<file path="config.mk">
export PLATFORM = sky130hd
export DESIGN_NAME = stack_return_unit
export DESIGN_NICKNAME = d
export VERILOG_FILES = /design/src/rtl/stack_return_unit.sv
export SDC_FILE = /design/constraint.sdc
export NUM_CORES = 1
export LEC_CHECK = 0
export BUFFER_PORTS_ARGS = -buffer_cell sky130_fd_sc_hd__buf_4
export CAP_MARGIN = 25
export CORE_MARGIN = 4
export CORE_UTILIZATION = 32
export DETAILED_ROUTE_END_ITERATION = 6
export GPL_TIMING_DRIVEN = 0
export PLACE_DENSITY = 0.53
export SYNTH_ARGS = -nofsm -noshare
export SYNTH_HDL_FRONTEND = slang
export SYNTH_SLANG_ARGS = --single-unit
</file>
<file path="constraint.sdc">
create_clock -name clk -period 4.9 [get_ports clk]
set_input_delay 0.98 -clock clk [delete_from_list [all_inputs] [get_ports clk]]
set_output_delay 0.98 -clock clk [all_outputs]
set_load 0.01 [all_outputs]
</file>
<file path="src/rtl/stack_return_unit.sv">
// Return sequencer: pops flags (RTI only), then PC low, then PC high from the stack
// and issues one-cycle restore pulses to fetch and the flag register.
module stack_return_unit #(
  parameter int MEM_LATENCY = 1,
  parameter int PC_WIDTH    = 32,
  parameter int FLAG_WIDTH  = 3
) (
  input  logic                  clk,
  input  logic                  reset,
  input  logic                  ret_start,
  input  logic                  rti_start,
  input  logic [15:0]           mem_data,
  output logic                  pop_req,
  output logic                  busy,
  output logic                  stall,
  output logic [PC_WIDTH-1:0]   pc_out,
  output logic                  pc_load,
  output logic [FLAG_WIDTH-1:0] flags_out,
  output logic                  flags_load
);

  typedef enum logic [2:0] {
    IDLE, POP_FLAGS, WAIT_FLAGS, POP_LO, WAIT_LO, POP_HI, WAIT_HI, DONE
  } state_t;

  localparam logic [1:0] LAT_M1 = 2'(MEM_LATENCY - 1);

  state_t                state_q;
  logic [1:0]            cnt_q;
  logic [15:0]           lo_q;
  logic [FLAG_WIDTH-1:0] flags_w_q;
  logic                  rti_q;
  logic                  pop_q, busy_q, pc_load_q, flags_load_q;
  logic [PC_WIDTH-1:0]   pc_q;
  logic [FLAG_WIDTH-1:0] flags_q;

  // Outputs are registered: each is set on the edge that enters the state it belongs to.
  always_ff @(posedge clk or posedge reset) begin
    if (reset) begin
      state_q      <= IDLE;
      cnt_q        <= '0;
      lo_q         <= '0;
      flags_w_q    <= '0;
      rti_q        <= 1'b0;
      pop_q        <= 1'b0;
      busy_q       <= 1'b0;
      pc_load_q    <= 1'b0;
      flags_load_q <= 1'b0;
      pc_q         <= '0;
      flags_q      <= '0;
    end else begin
      pop_q        <= 1'b0;
      pc_load_q    <= 1'b0;
      flags_load_q <= 1'b0;
      case (state_q)
        IDLE: begin
          if (rti_start) begin
            state_q <= POP_FLAGS;
            rti_q   <= 1'b1;
            pop_q   <= 1'b1;
            busy_q  <= 1'b1;
          end else if (ret_start) begin
            state_q <= POP_LO;
            rti_q   <= 1'b0;
            pop_q   <= 1'b1;
            busy_q  <= 1'b1;
          end
        end
        POP_FLAGS: begin
          cnt_q   <= LAT_M1;
          state_q <= WAIT_FLAGS;
        end
        WAIT_FLAGS: begin
          if (cnt_q == 2'd0) begin
            flags_w_q <= mem_data[FLAG_WIDTH-1:0];
            state_q   <= POP_LO;
            pop_q     <= 1'b1;
          end else begin
            cnt_q <= cnt_q - 2'd1;
          end
        end
        POP_LO: begin
          cnt_q   <= LAT_M1;
          state_q <= WAIT_LO;
        end
        WAIT_LO: begin
          if (cnt_q == 2'd0) begin
            lo_q    <= mem_data;
            state_q <= POP_HI;
            pop_q   <= 1'b1;
          end else begin
            cnt_q <= cnt_q - 2'd1;
          end
        end
        POP_HI: begin
          cnt_q   <= LAT_M1;
          state_q <= WAIT_HI;
        end
        WAIT_HI: begin
          if (cnt_q == 2'd0) begin
            pc_q      <= PC_WIDTH'({mem_data, lo_q});
            pc_load_q <= 1'b1;
            if (rti_q) begin
              flags_q      <= flags_w_q;
              flags_load_q <= 1'b1;
            end
            state_q <= DONE;
          end else begin
            cnt_q <= cnt_q - 2'd1;
          end
        end
        DONE: begin
          busy_q  <= 1'b0;
          state_q <= IDLE;
        end
        default: state_q <= IDLE;
      endcase
    end
  end

  assign pop_req    = pop_q;
  assign busy       = busy_q;
  assign pc_out     = pc_q;
  assign pc_load    = pc_load_q;
  assign flags_out  = flags_q;
  assign flags_load = flags_load_q;
  assign stall      = busy_q | ((ret_start | rti_start) & (state_q == IDLE));

endmodule

</file>
; Word level (Yosys, flattened, before mapping)
; Cells that the tools add are included.
[word_totals]
ff_bits = 64
input_bits = 20
out_inout_bits = 40
word_cells = 64
[classes]
addsub = 1
n_eq_ne = 12
muxes = 21
bitwise = 3
n_reduce_logical = 16
[ops]
columns = op, count
row1 = $pmux 3 s8, 1
row2 = $mux 3, 5
row3 = $eq 3x3->1 const B, 4
row4 = $reduce_and 2->1, 6
row5 = $mux 1, 11
row6 = $ne 2x2->1 const B, 4
row7 = $eq 3x2->1 const B, 2
row8 = $reduce_bool 2->1, 3
row9 = $reduce_or 3->1, 2
row10 = $pmux 1 s2, 2
row11 = $pmux 2 s2, 1
row12 = $reduce_and 4->1, 1
row13 = $eq 3x1->1 const B, 1
row14 = $logic_not 3->1, 1
row15 = $ne 3x3->1 const B, 1
row16 = $reduce_and 3->1, 1
row17 = $logic_not 2->1, 1
row18 = $mux 2, 1
row19 = $or 1x1->1, 2
row20 = $reduce_or 2->1, 1
row21 = $sub 2x1->2 const B, 1
row22 = $and 1x1->1, 1

; Longest topological paths before layout
; Gate-level depths: netlist of the first run.
[logic_depth]
ltp_word = 4
mapped_depth = 6
mapped_depth_nobuf = 5

; Worst setup path before layout of the first run
; No wires, ideal clock.
[synth_timing]
path_type = input-to-output
startpoint = in rti_start
endpoint = out stall
arrival_ns = 1.286
required_time_ns = 3.920
path_slack_ns = 2.634
stages = 2
n_path_buf = 0
path_cell_list = o21ai_0 > nand2b_1
[synth_via]
elab_chain_len = 3
[synth_rtl]
columns = item, line
row1 = "start, declared", 11  ; input logic rti_start,
row2 = $or 1x1->1, 127  ; assign stall = busy_q | ((ret_start | rti_start) & (state_q == IDLE));
row3 = $and 1x1->1, 127
row4 = $or 1x1->1, 127
row5 = "end, declared", 15  ; output logic stall,
; No other way between the ends.

; Worst setup path in the final report of the first run
[layout_timing]
startpoint = reg state_q[0]
endpoint = out stall
[layout_via]
elab_chain_len = 3
[layout_rtl]
columns = item, line
row1 = "start, declared", 28  ; state_t state_q;
row2 = "start signal, assigned", 40  ; state_q <= IDLE;
row3 = "start signal, assigned", 58  ; state_q <= POP_FLAGS;
row4 = "start signal, assigned", 63  ; state_q <= POP_LO;
row5 = $logic_not 3->1, 127
row6 = $and 1x1->1, 127
row7 = $or 1x1->1, 127
; No other way between the ends.

==> results of run 1 <==
==> metal layers <==
metal / global-route usage / share of wire / up-vias
li1: - / - / 742
met3: 0.0510 / 0.062 / 7
met5: 0 / 0 / -
met1: 0.131 / 0.43 / 782
met4: 0.0479 / 0.012 / 0
met2: 0.184 / 0.49 / 48
==> flip-flops by register name (all words and copies together), names as in the netlist <==
| register | cells |
|---|---|
| pop_req | 1 |
| rti_q | 1 |
| pc_out | 32 |
| busy | 1 |
| state_q | 3 |
| lo_q | 16 |
| pc_load | 1 |
| flags_w_q | 3 |
| flags_out | 3 |
| flags_load | 1 |
| cnt_q | 2 |
==> power breakdown <==
group | leakage [nW] | internal, mW | switching, mW
Clock | 0.0809 | 0.198 | 0.211
Combinational | 0.682 | 0.516 | 0.402
Sequential | 0.765 | 0.795 | 0.131
==> cells by family after synthesis <==
group / count (synthesis)
AOI/OAI and AO/OA: 13
xor gates and xnor gates: 1
DFF: 64
muxes: 54
and+or+nand+nor: 25
buffers and inverters: 15
adders and majority gates: 2
==> cell type report <==
type,instances,area share
clock inverter,6,0.0132
inverter,7,0.00869
tap,102,0.0385
timing repair buffer,59,0.134
buffer,8,0.0151
sequential,64,0.483
multi-input combinational,95,0.266
clock buffer,10,0.0415
==> synthesized netlist by cell type (2+ instances only) <==
library cell,instances
nand3_1,4
a21oi_1,3
mux2_2,25
nand4_1,3
nand2_1,6
clkbuf_1,2
buf_4,3
o21ai_0,4
nand2b_1,2
mux2_1,29
inv_1,7
nor3_1,2
dfrtp_1,64
nor2_1,3
ha_1,2
==> cell usage in the layout, fill, tap and decap left out, types with 2 or more instances in the layout <==
master      count
dfrtp_1        64
buf_4          62
mux2_1         29
mux2_2         25
clkbuf_8       10
inv_1           6
nand2_1         6
nand3_1         4
o21ai_0         4
clkinvlp_4      4
a21oi_1         3
nor2_1          3
nand4_1         3
clkbuf_1        2
nor3_1          2
nand2b_1        2
ha_1            2
==> metrics by stage <==
stage	hold WS, ns	setup WS [ns]	cells	total power [mW]
finish	0.484	2.20	351	2.25
global route	0.503	2.01	351	2.42
CTS	0.488	2.16	351	2.31
detailed placement	0.467	2.36	335	1.88
global placement	0.459	1.40	335	1.87
floorplan	0.454	2.32	174	1.48
==> critical path: cells and delay by family, from the launching register on <==
kind | cells | cell delay (ns)
AND/OR/NAND/NOR | 2 | 0.45
AO/OA/AOI/OAI | 1 | 0.18
flip-flops | 1 | 0.41
buffers and inverters | 2 | 0.35
==> worst min-delay path by stage <==
stage / from / to / cells past startpoint
finish: lo_q[8] / pc_out[8] / 1
global route: lo_q[3] / pc_out[3] / 1
CTS: lo_q[8] / pc_out[8] / 1
detailed placement: lo_q[14] / pc_out[14] / 1
global placement: lo_q[9] / pc_out[9] / 1
floorplan: lo_q[0] / pc_out[0] / 1
==> summary.txt, run 1 <==
Run status
  – Status: completed

Timing
  – Setup TNS: 0 ns
  – Unrepaired setup endpoints after global routing: false
  – Min Tclk post-route: 2.70 ns
  – Fmax: 370 MHz
  – Post-route clock skew: 0.00797 ns
  – Final hold violation count: 0
  – Max-slew violations: 0
  – Crit share post-route: 0.551
  – Slew HR: 0.475
  – Final number of setup-violating endpoints: 0
  – Worst-margin pin slew: 0.787 ns

Layout
  – Area added between synthesis and finish: 29.5%
  – Sequential cell area: 1600 sq um
  – Layout fillers: 766
  – Final Util: 0.427
  – Share of cells above drive strength 1: 0.442
  – ANT cells: 0
  – Post-route cell area: 3310 sq um
  – Nets@finish: 266
  – Area of the multi-input gates: 881 sq um

Global route
  – Global-route wire length before repair: 8390 um
  – Vias in the first global route: 1693
  – Largest net degree at the start of global routing: 65
  – Total GRT Usage: 0.114
  – Total gr overflow: 0
  – Antenna violations before repair: 0

Setup path
  – Critical Path Sink Type: primary output
  – WS Path Type: reg -> out
  – Slowest stage cell, crit path: dfrtp_1
  – CP cell instances: clkbuf_1 > nor3_1 > o21ai_0 > nand2b_1 > buf_4
  – R2R depth: 6
  – Crit path DAT: 1.72 ns
  – Critical Path Start: state_q[0]
  – End of the critical path: stall
  – Flop-to-flop setup slack: 2.90 ns
  – Critical R2R Launch: cnt_q[0]
  – Worst EP required: 3.92 ns
  – Critical path peak fanout: 10
  – CP Launch Type: flip-flop
  – R2R Path End: lo_q[7]
  – Max stage delay on crit path: 0.41 ns

Clocking
  – CTS tree: built
  – Clock buffer depth: 2
  – Clk_lat worst skew: 0.34 ns
  – CTS H-tree lvls: 3
  – Cts hold-fix bufs: 0
  – Post-CTS Setup Bufs: 0
  – CTS Buf Count: 9
  – Post-CTS sizing: 0
  – Clock transition at path regs: 0.08 ns
  – Clk sinks: 64
  – Clock Tree Root: clkbuf_8

Die
  – CORE AREA: 7770 sq um
  – Site Rows: 32
  – Initial Util: 0.329
  – IO Count: 60
  – Die area: 9490 sq um
  – Die Y: 97.4 um
  – Die width: 97.4 um

Synth
  – Synthesized-area fraction occupied by adder cells: 0.00978
  – Synth top area cells: dfrtp_1, mux2_1, mux2_2
  – Post-Syn Area per Cell: 14.7 sq um
  – Mapped Nets: 196
  – Ys Warns: 0
  – Cell type with the largest total area after synthesis: dfrtp_1
  – Fraction of registers with async set/reset: 1.00
  – Seq cells post-synth: 64
  – Cells after Synth: 174
  – Largest family of logic cells by synthesized area: multiplexers
  – Dominant synthesized flop cell: dfrtp_1
  – Synth Area in XOR/XNOR: 0.00342
  – Post-synthesis mux area share: 0.238
  – Mapped cell area: 2560 sq um
  – Synth top area share: 0.626
  – Post-synth EDFFs: 0
  – Register area share after synthesis: 0.626
  – Post-synthesis compound-gate area fraction: 0.0323
  – Simple-Gate Fraction of Synth Area: 0.0611
  – Synth unique cells: 30

Pwr
  – Power per cell area: 680 nW/um^2
  – Max VDD drop: 0.307 mV
  – Leak pwr: 1.53 nW

Drt
  – Total Wirelength: 4960 um
  – Initial DRT Pass Iterations: 4
  – Vias: 1579
  – Initial DRC count: 51
  – DRC Markers: 0
  – ANT nets after route: 0
  – Wire per inst: 14.1 um
  – Vias per inst: 4.50

Placed design
  – DP HPWL: 3430 um
  – # port buffers: 59
  – Placed inst area: 3130 sq um
  – GPL Wtd Cong: 0.759

Min path
  – Min-delay worst type: reg -> reg

Job
  – Max-cap violations: 0
Power figures use the tool's default switching activity.
==> inputs of run 2 (changes only) <==
Settings changed: PLACE_DENSITY 0.53 to 0.55.
Clock period 4.9 ns to 2.3 ns, I/O delays scaled along.
==> run 2 against run 1 <==
Against the previous run:
- critical path depth did not move
- wire length rose by 0.20%
- utilization rose by 0.52 points
- sequential share of layout area fell by 0.58 points
- worst setup slack got worse by 2.0 ns
- die area did not move
- register-to-register slack got worse by 2.6 ns
- total power rose by 120%
- critical path type unchanged
- largest cell class unchanged
- highest routed layer unchanged
==> summary.txt, run 2 (synthesis results as in run 1) <==
Timing
  – Min Tclk post-route: 2.09 ns
  – Max-slew violations: 0 (unchanged)
  – Unrepaired setup endpoints after global routing: false
  – Final number of setup-violating endpoints: 0 (unchanged)
  – Worst setup margin: 0.209 ns (-1.99 ns)
  – Post-route clock skew: 0.00592 ns (-0.00205 ns)
  – Worst-margin pin slew: 0.544 ns (-0.244 ns)
  – Crit share post-route: 0.909
  – Final hold violation count: 0 (unchanged)
  – Setup TNS: 0 ns (unchanged)
  – Slew HR: 0.637 (+0.162)
  – Fmax: 478 MHz

Drt
  – Initial DRC count: 36 (-29%)
  – Total Wirelength: 4970 um (+0.20%)
  – Vias: 1596 (+1.1%)
  – Wire per inst: 14.1 um (about the same)
  – ANT nets after route: 0 (unchanged)
  – Vias per inst: 4.53 (+0.79%)
  – Initial DRT Pass Iterations: 4 (unchanged)
  – DRC Markers: 0 (unchanged)

Run status
  – Status: completed

Clocking
  – Clock transition at path regs: 0.06 ns (-0.02 ns)
  – CTS tree: built
  – Cts hold-fix bufs: 0 (unchanged)
  – Clock Tree Root: clkbuf_8
  – CTS Buf Count: 9 (unchanged)
  – Clk sinks: 64 (unchanged)
  – CTS H-tree lvls: 3 (unchanged)
  – Clock buffer depth: 2 (unchanged)
  – Clk_lat worst skew: 0.33 ns (about the same)

Global route
  – Routing usage on met3: 0.0481 (-0.00287)
  – Largest net degree at the start of global routing: 42 (-35%)
  – Total GRT Usage: 0.114 (-0.000303)
  – Antenna violations before repair: 0 (unchanged)
  – Met2 GRT Util: 0.171 (-0.0132)
  – Vias in the first global route: 1667 (-1.5%)
  – Busiest grt layer: met2
  – M1 GR Usage: 0.149 (+0.0179)
  – Total gr overflow: 0 (unchanged)
  – Global-route wire length before repair: 8470 um (+0.99%)

Layout
  – ANT cells: 0 (unchanged)
  – Nets@finish: 267 (+0.38%)
  – Share of cells above drive strength 1: 0.440 (-0.00177)
  – Final Util: 0.432 (+0.00516)
  – Commonest non-fill, non-tap cell in the layout: dfrtp_1
  – Most frequent cells in the layout: dfrtp_1, buf_4, mux2_1
  – Layout fillers: 759 (-0.91%)
  – Fin cells: 352 (+0.28%)
  – Area added between synthesis and finish: 31.1%
  – Largest register FFs: 32 (unchanged)

Die
  – CORE AREA: 7770 sq um (unchanged)
  – IO Count: 60 (unchanged)
  – Die width: 97.4 um (unchanged)
  – Initial Util: 0.329 (unchanged)
  – Site Rows: 32 (unchanged)
  – Die Y: 97.4 um (unchanged)
  – Die area: 9490 sq um (unchanged)

Setup path
  – WS Path Type: reg -> out
  – Critical Path Sink Type: primary output
  – Crit path DAT: 1.63 ns (-0.09 ns)
  – Worst EP required: 1.84 ns (-2.08 ns)
  – Critical path peak fanout: 10 (unchanged)
  – CP Launch Type: flip-flop

Pwr
  – Max VDD drop: 0.567 mV (+84%)
  – Leak pwr: 1.56 nW (+2.1%)
  – Net Sw Power: 1.56 mW (+110%)
  – Post-route total power: 4.92 mW (+120%)
  – Comb power frac: 0.404 (-0.004)
  – Flop pwr share: 0.402 (-0.009)
  – Total internal power: 3.36 mW (+120%)
  – Net Sw Frac: 0.317 (-0.0135)
  – Power per cell area: 1470 nW/um^2 (+120%)
  – Clk pwr share: 0.195 (+0.014)

Min path
  – Min-delay worst type: in -> async

Placed design
  – Pre-CTS WS: 0.279 ns (-2.08 ns)
  – Placed insts: 336 (+0.30%)
  – DP HPWL: 3540 um (+3.0%)
  – GPL Wtd Cong: 0.734 (-3.3%)
  – # port buffers: 59 (unchanged)

Job
  – Max-cap violations: 0 (unchanged)
-- run 2: worst paths after layout --
check	startpoint	to	slack, ns	depth (start not counted)
max reg2reg	cnt_q[0]	lo_q[9]	0.29	6
min reg2reg	lo_q[12]	pc_out[12]	0.48	1
min in group clk	mem_data[6]	pc_out[22]	0.34	2
min	reset	pop_req	0.18	2
max	state_q[0]	stall	0.21	5
max in group asynchronous	reset	pc_out[6]	1.52	3
-- run 2: area by class of cell --
type / instances / area (sq um) / share of cell area
clock buffers: 13 / 159 / 0.0474
multi-input cells: 95 / 886 / 0.264
clock inverters: 3 / 40.0 / 0.0119
repair buffers: 60 / 463 / 0.138
plain buffers: 8 / 50.0 / 0.0149
flip-flops and latches: 64 / 1600 / 0.478
inverters: 7 / 26.3 / 0.00784
well taps: 102 / 128 / 0.0381
-- run 2: routing by layer --
| layer | vias up | wire [um] |
|---|---|---|
| met5 | - | 0 |
| met4 | 0 | 69 |
| met3 | 6 | 337 |
| met2 | 48 | 2320 |
| met1 | 785 | 2250 |
| li1 | 757 | - |
-- run 2: power by group through the flow --
| stage | registers [mW] | logic (mW) | clock network, mW |
|---|---|---|---|
| 6_report | 1.97 | 1.98 | 0.957 |
| 3_5_place_dp | 2.00 | 2.03 | 0 |
| 3_3_place_gp | 1.98 | 1.99 | 0 |
| 4_1_cts | 1.98 | 2.03 | 0.992 |
| 5_1_grt | 2.05 | 2.18 | 1.05 |
| 2_1_floorplan | 2.11 | 1.04 | 0 |
-- run 2: timing repair --
action	CTS	global route
setup endpoints to repair	0	1
endpoints found under the hold margin	0	0
gates resized for setup	0	1
buffers inserted	0	0
-- run 2: per-stage QoR --
stage               instance area (sq um)  hold WS, ns
finish                               3350        0.181
global route                         3350        0.217
CTS                                  3350        0.186
detailed placement                   3150        0.473
global placement                     3130        0.459
floorplan                            2560        0.454
-- run 2: worst max-delay path, stage by stage, from the launching register on --
cell	delay [ns]
dfrtp_1	0.41
clkbuf_1	0.25
nor3_2	0.28
o21ai_0	0.16
nand2b_1	0.10
buf_4	0.11
==> inputs of run 3 (changes only) <==
Settings changed: CORE_UTILIZATION 32 to 30, PLACE_DENSITY 0.55 to 0.52.
==> run 3 against run 2 <==
Against the previous run:
- cell area shrank 0.75%
- global-route usage shrank 0.29 points
- sequential share of layout area grew 0.36 points
- clock power shrank 2.6%
- worst setup slack gained 0.012 ns
- register-to-register slack is essentially flat
- die area grew 6.1%
- first-iteration DRC count is the same
- clock skew grew 0.0032 ns
- critical path depth is the same
- non-clock buffer count shrank 1
- fmax grew 0.56%
- critical endpoint unchanged
- largest power group is now sequential cells
- highest routed layer unchanged
==> summary.txt, run 3 (synthesis results as in run 1) <==
Setup path
  – CP Launch Type: flip-flop
  – Critical path peak fanout: 10 (unchanged)
  – Critical Path Sink Type: primary output
  – WS Path Type: reg -> out
  – Worst EP required: 1.84 ns (about the same)
  – Crit path DAT: 1.62 ns (about the same)

Placed design
  – Placed inst area: 3140 sq um (-0.44%)
  – GPL Wtd Cong: 0.732 (-0.20%)
  – DP HPWL: 3550 um (+0.33%)
  – # port buffers: 59 (unchanged)

Die
  – Die Y: 100 um (+3.0%)
  – Die width: 100 um (+3.0%)
  – CORE AREA: 8260 sq um (+6.3%)
  – Die area: 10100 sq um (+6.1%)
  – IO Count: 60 (unchanged)
  – Initial Util: 0.310 (-0.0196)
  – Site Rows: 33 (+3.1%)

Layout
  – Post-route cell area: 3330 sq um (-0.75%)
  – Nets@finish: 266 (-0.37%)
  – Final Util: 0.403 (-0.0287)
  – Area added between synthesis and finish: 30.1%
  – Share of cells above drive strength 1: 0.435 (-0.00452)
  – ANT cells: 0 (unchanged)
  – Largest register FFs: 32 (unchanged)
  – Most frequent cells in the layout: dfrtp_1, buf_4, mux2_1
  – Layout fillers: 807 (+6.3%)
  – Area of the multi-input gates: 886 sq um (unchanged)
  – Sequential cell area: 1600 sq um (unchanged)
  – Commonest non-fill, non-tap cell in the layout: dfrtp_1

Clocking
  – Clock transition at path regs: 0.07 ns (about the same)
  – Clock buffer depth: 2 (unchanged)
  – CTS H-tree lvls: 3 (unchanged)
  – Post-CTS Setup Bufs: 0 (unchanged)
  – Cts hold-fix bufs: 0 (unchanged)
  – Post-CTS sizing: 0 (unchanged)
  – Clk_lat worst skew: 0.33 ns (about the same)
  – Clk sinks: 64 (unchanged)
  – CTS Buf Count: 9 (unchanged)
  – CTS tree: built
  – Clock Tree Root: clkbuf_8

Timing
  – Worst hold margin: 0.276 ns (+0.0948 ns)
  – Fmax: 481 MHz (+0.56%)
  – Crit share post-route: 0.904 (-0.00505)
  – Min Tclk post-route: 2.08 ns (-0.0116 ns)
  – Post-route clock skew: 0.00908 ns (+0.00316 ns)
  – Final hold violation count: 0 (unchanged)
  – Slew HR: 0.476 (-0.161)
  – Unrepaired setup endpoints after global routing: false
  – Max-slew violations: 0 (unchanged)
  – Worst-margin pin slew: 0.787 ns (+0.243 ns)
  – Final number of setup-violating endpoints: 0 (unchanged)

Drt
  – Vias per inst: 4.48 (-1.1%)
  – Initial DRT Pass Iterations: 4 (unchanged)
  – Wire per inst: 14.5 um (+2.7%)
  – Vias: 1583 (-0.81%)
  – Initial DRC count: 36 (unchanged)
  – Total Wirelength: 5120 um (+3.0%)
  – ANT nets after route: 0 (unchanged)
  – DRC Markers: 0 (unchanged)

Global route
  – Total GRT Usage: 0.111 (-0.00290)
  – Vias in the first global route: 1687 (+1.2%)
  – Largest net degree at the start of global routing: 65 (+55%)
  – Antenna violations before repair: 0 (unchanged)
  – Total gr overflow: 0 (unchanged)
  – Global-route wire length before repair: 8490 um (+0.24%)

Job
  – Max-cap violations: 0 (unchanged)

Run status
  – Status: completed

Pwr
  – Max VDD drop: 0.550 mV (-3.0%)
  – Post-route total power: 4.88 mW (-0.62%)
  – Power per cell area: 1470 nW/um^2 (+0.13%)
  – Leak pwr: 1.54 nW (-1.3%)

Min path
  – Min-delay worst type: in -> async
## run 3: changes by cell type in the layout (fill, tap and decap cells not counted), sizes merged
cell	previous run	this run
clkinv	2	1
clkinvlp	0	1
clkbuf	15	14
buf	66	65
## run 3: path summary, 6_finish.rpt
kind,end,depth (start not counted),slack (ns),start
worst max-delay path,stall,5,0.22,state_q[0]
worst min-delay path,pop_req,2,0.28,reset
worst max register to register,lo_q[5],6,0.28,cnt_q[0]
worst min register to register,pc_out[9],1,0.48,lo_q[9]
max in group asynchronous,lo_q[5],2,1.50,reset
min in group clk,pc_out[22],2,0.35,mem_data[6]
## run 3: cell type report
cell class	instances	area share
repair buffers	59	0.133
well taps	105	0.0395
clock buffers	12	0.0436
clock inverters	3	0.0128
inverters	7	0.00865
plain buffers	8	0.0150
multi-input cells	95	0.266
flip-flops and latches	64	0.481
## run 3: metrics by stage
step	std cells	TNS [ns]	worst slack (ns)
final	353	0	0.221
after global routing	353	0	0.0654
after CTS	353	0	0.0864
after detailed placement	338	0	0.266
after global placement	338	-43.68	-0.687
after floorplan	174	0	0.242
## run 3: critical path, stage by stage, from the launching register on
cell,delay (ns)
dfrtp_1,0.41
clkbuf_1,0.24
nor3_2,0.29
o21ai_0,0.15
nand2b_1,0.09
buf_4,0.11
## run 3: report_power, final
group / internal [mW] / leakage [nW] / total [mW] / switching (mW)
logic: 1.10 / 0.683 / 1.97 / 0.870
registers: 1.69 / 0.765 / 1.98 / 0.287
clock network: 0.523 / 0.0925 / 0.932 / 0.408
total: 3.32 / 1.54 / 4.88 / 1.57
## run 3: metal layers
layer | GRT usage | routed length (um)
met4 | 0.0622 | 133
met5 | 0 | 0
met2 | 0.163 | 2290
met3 | 0.0320 | 319
met1 | 0.146 | 2370
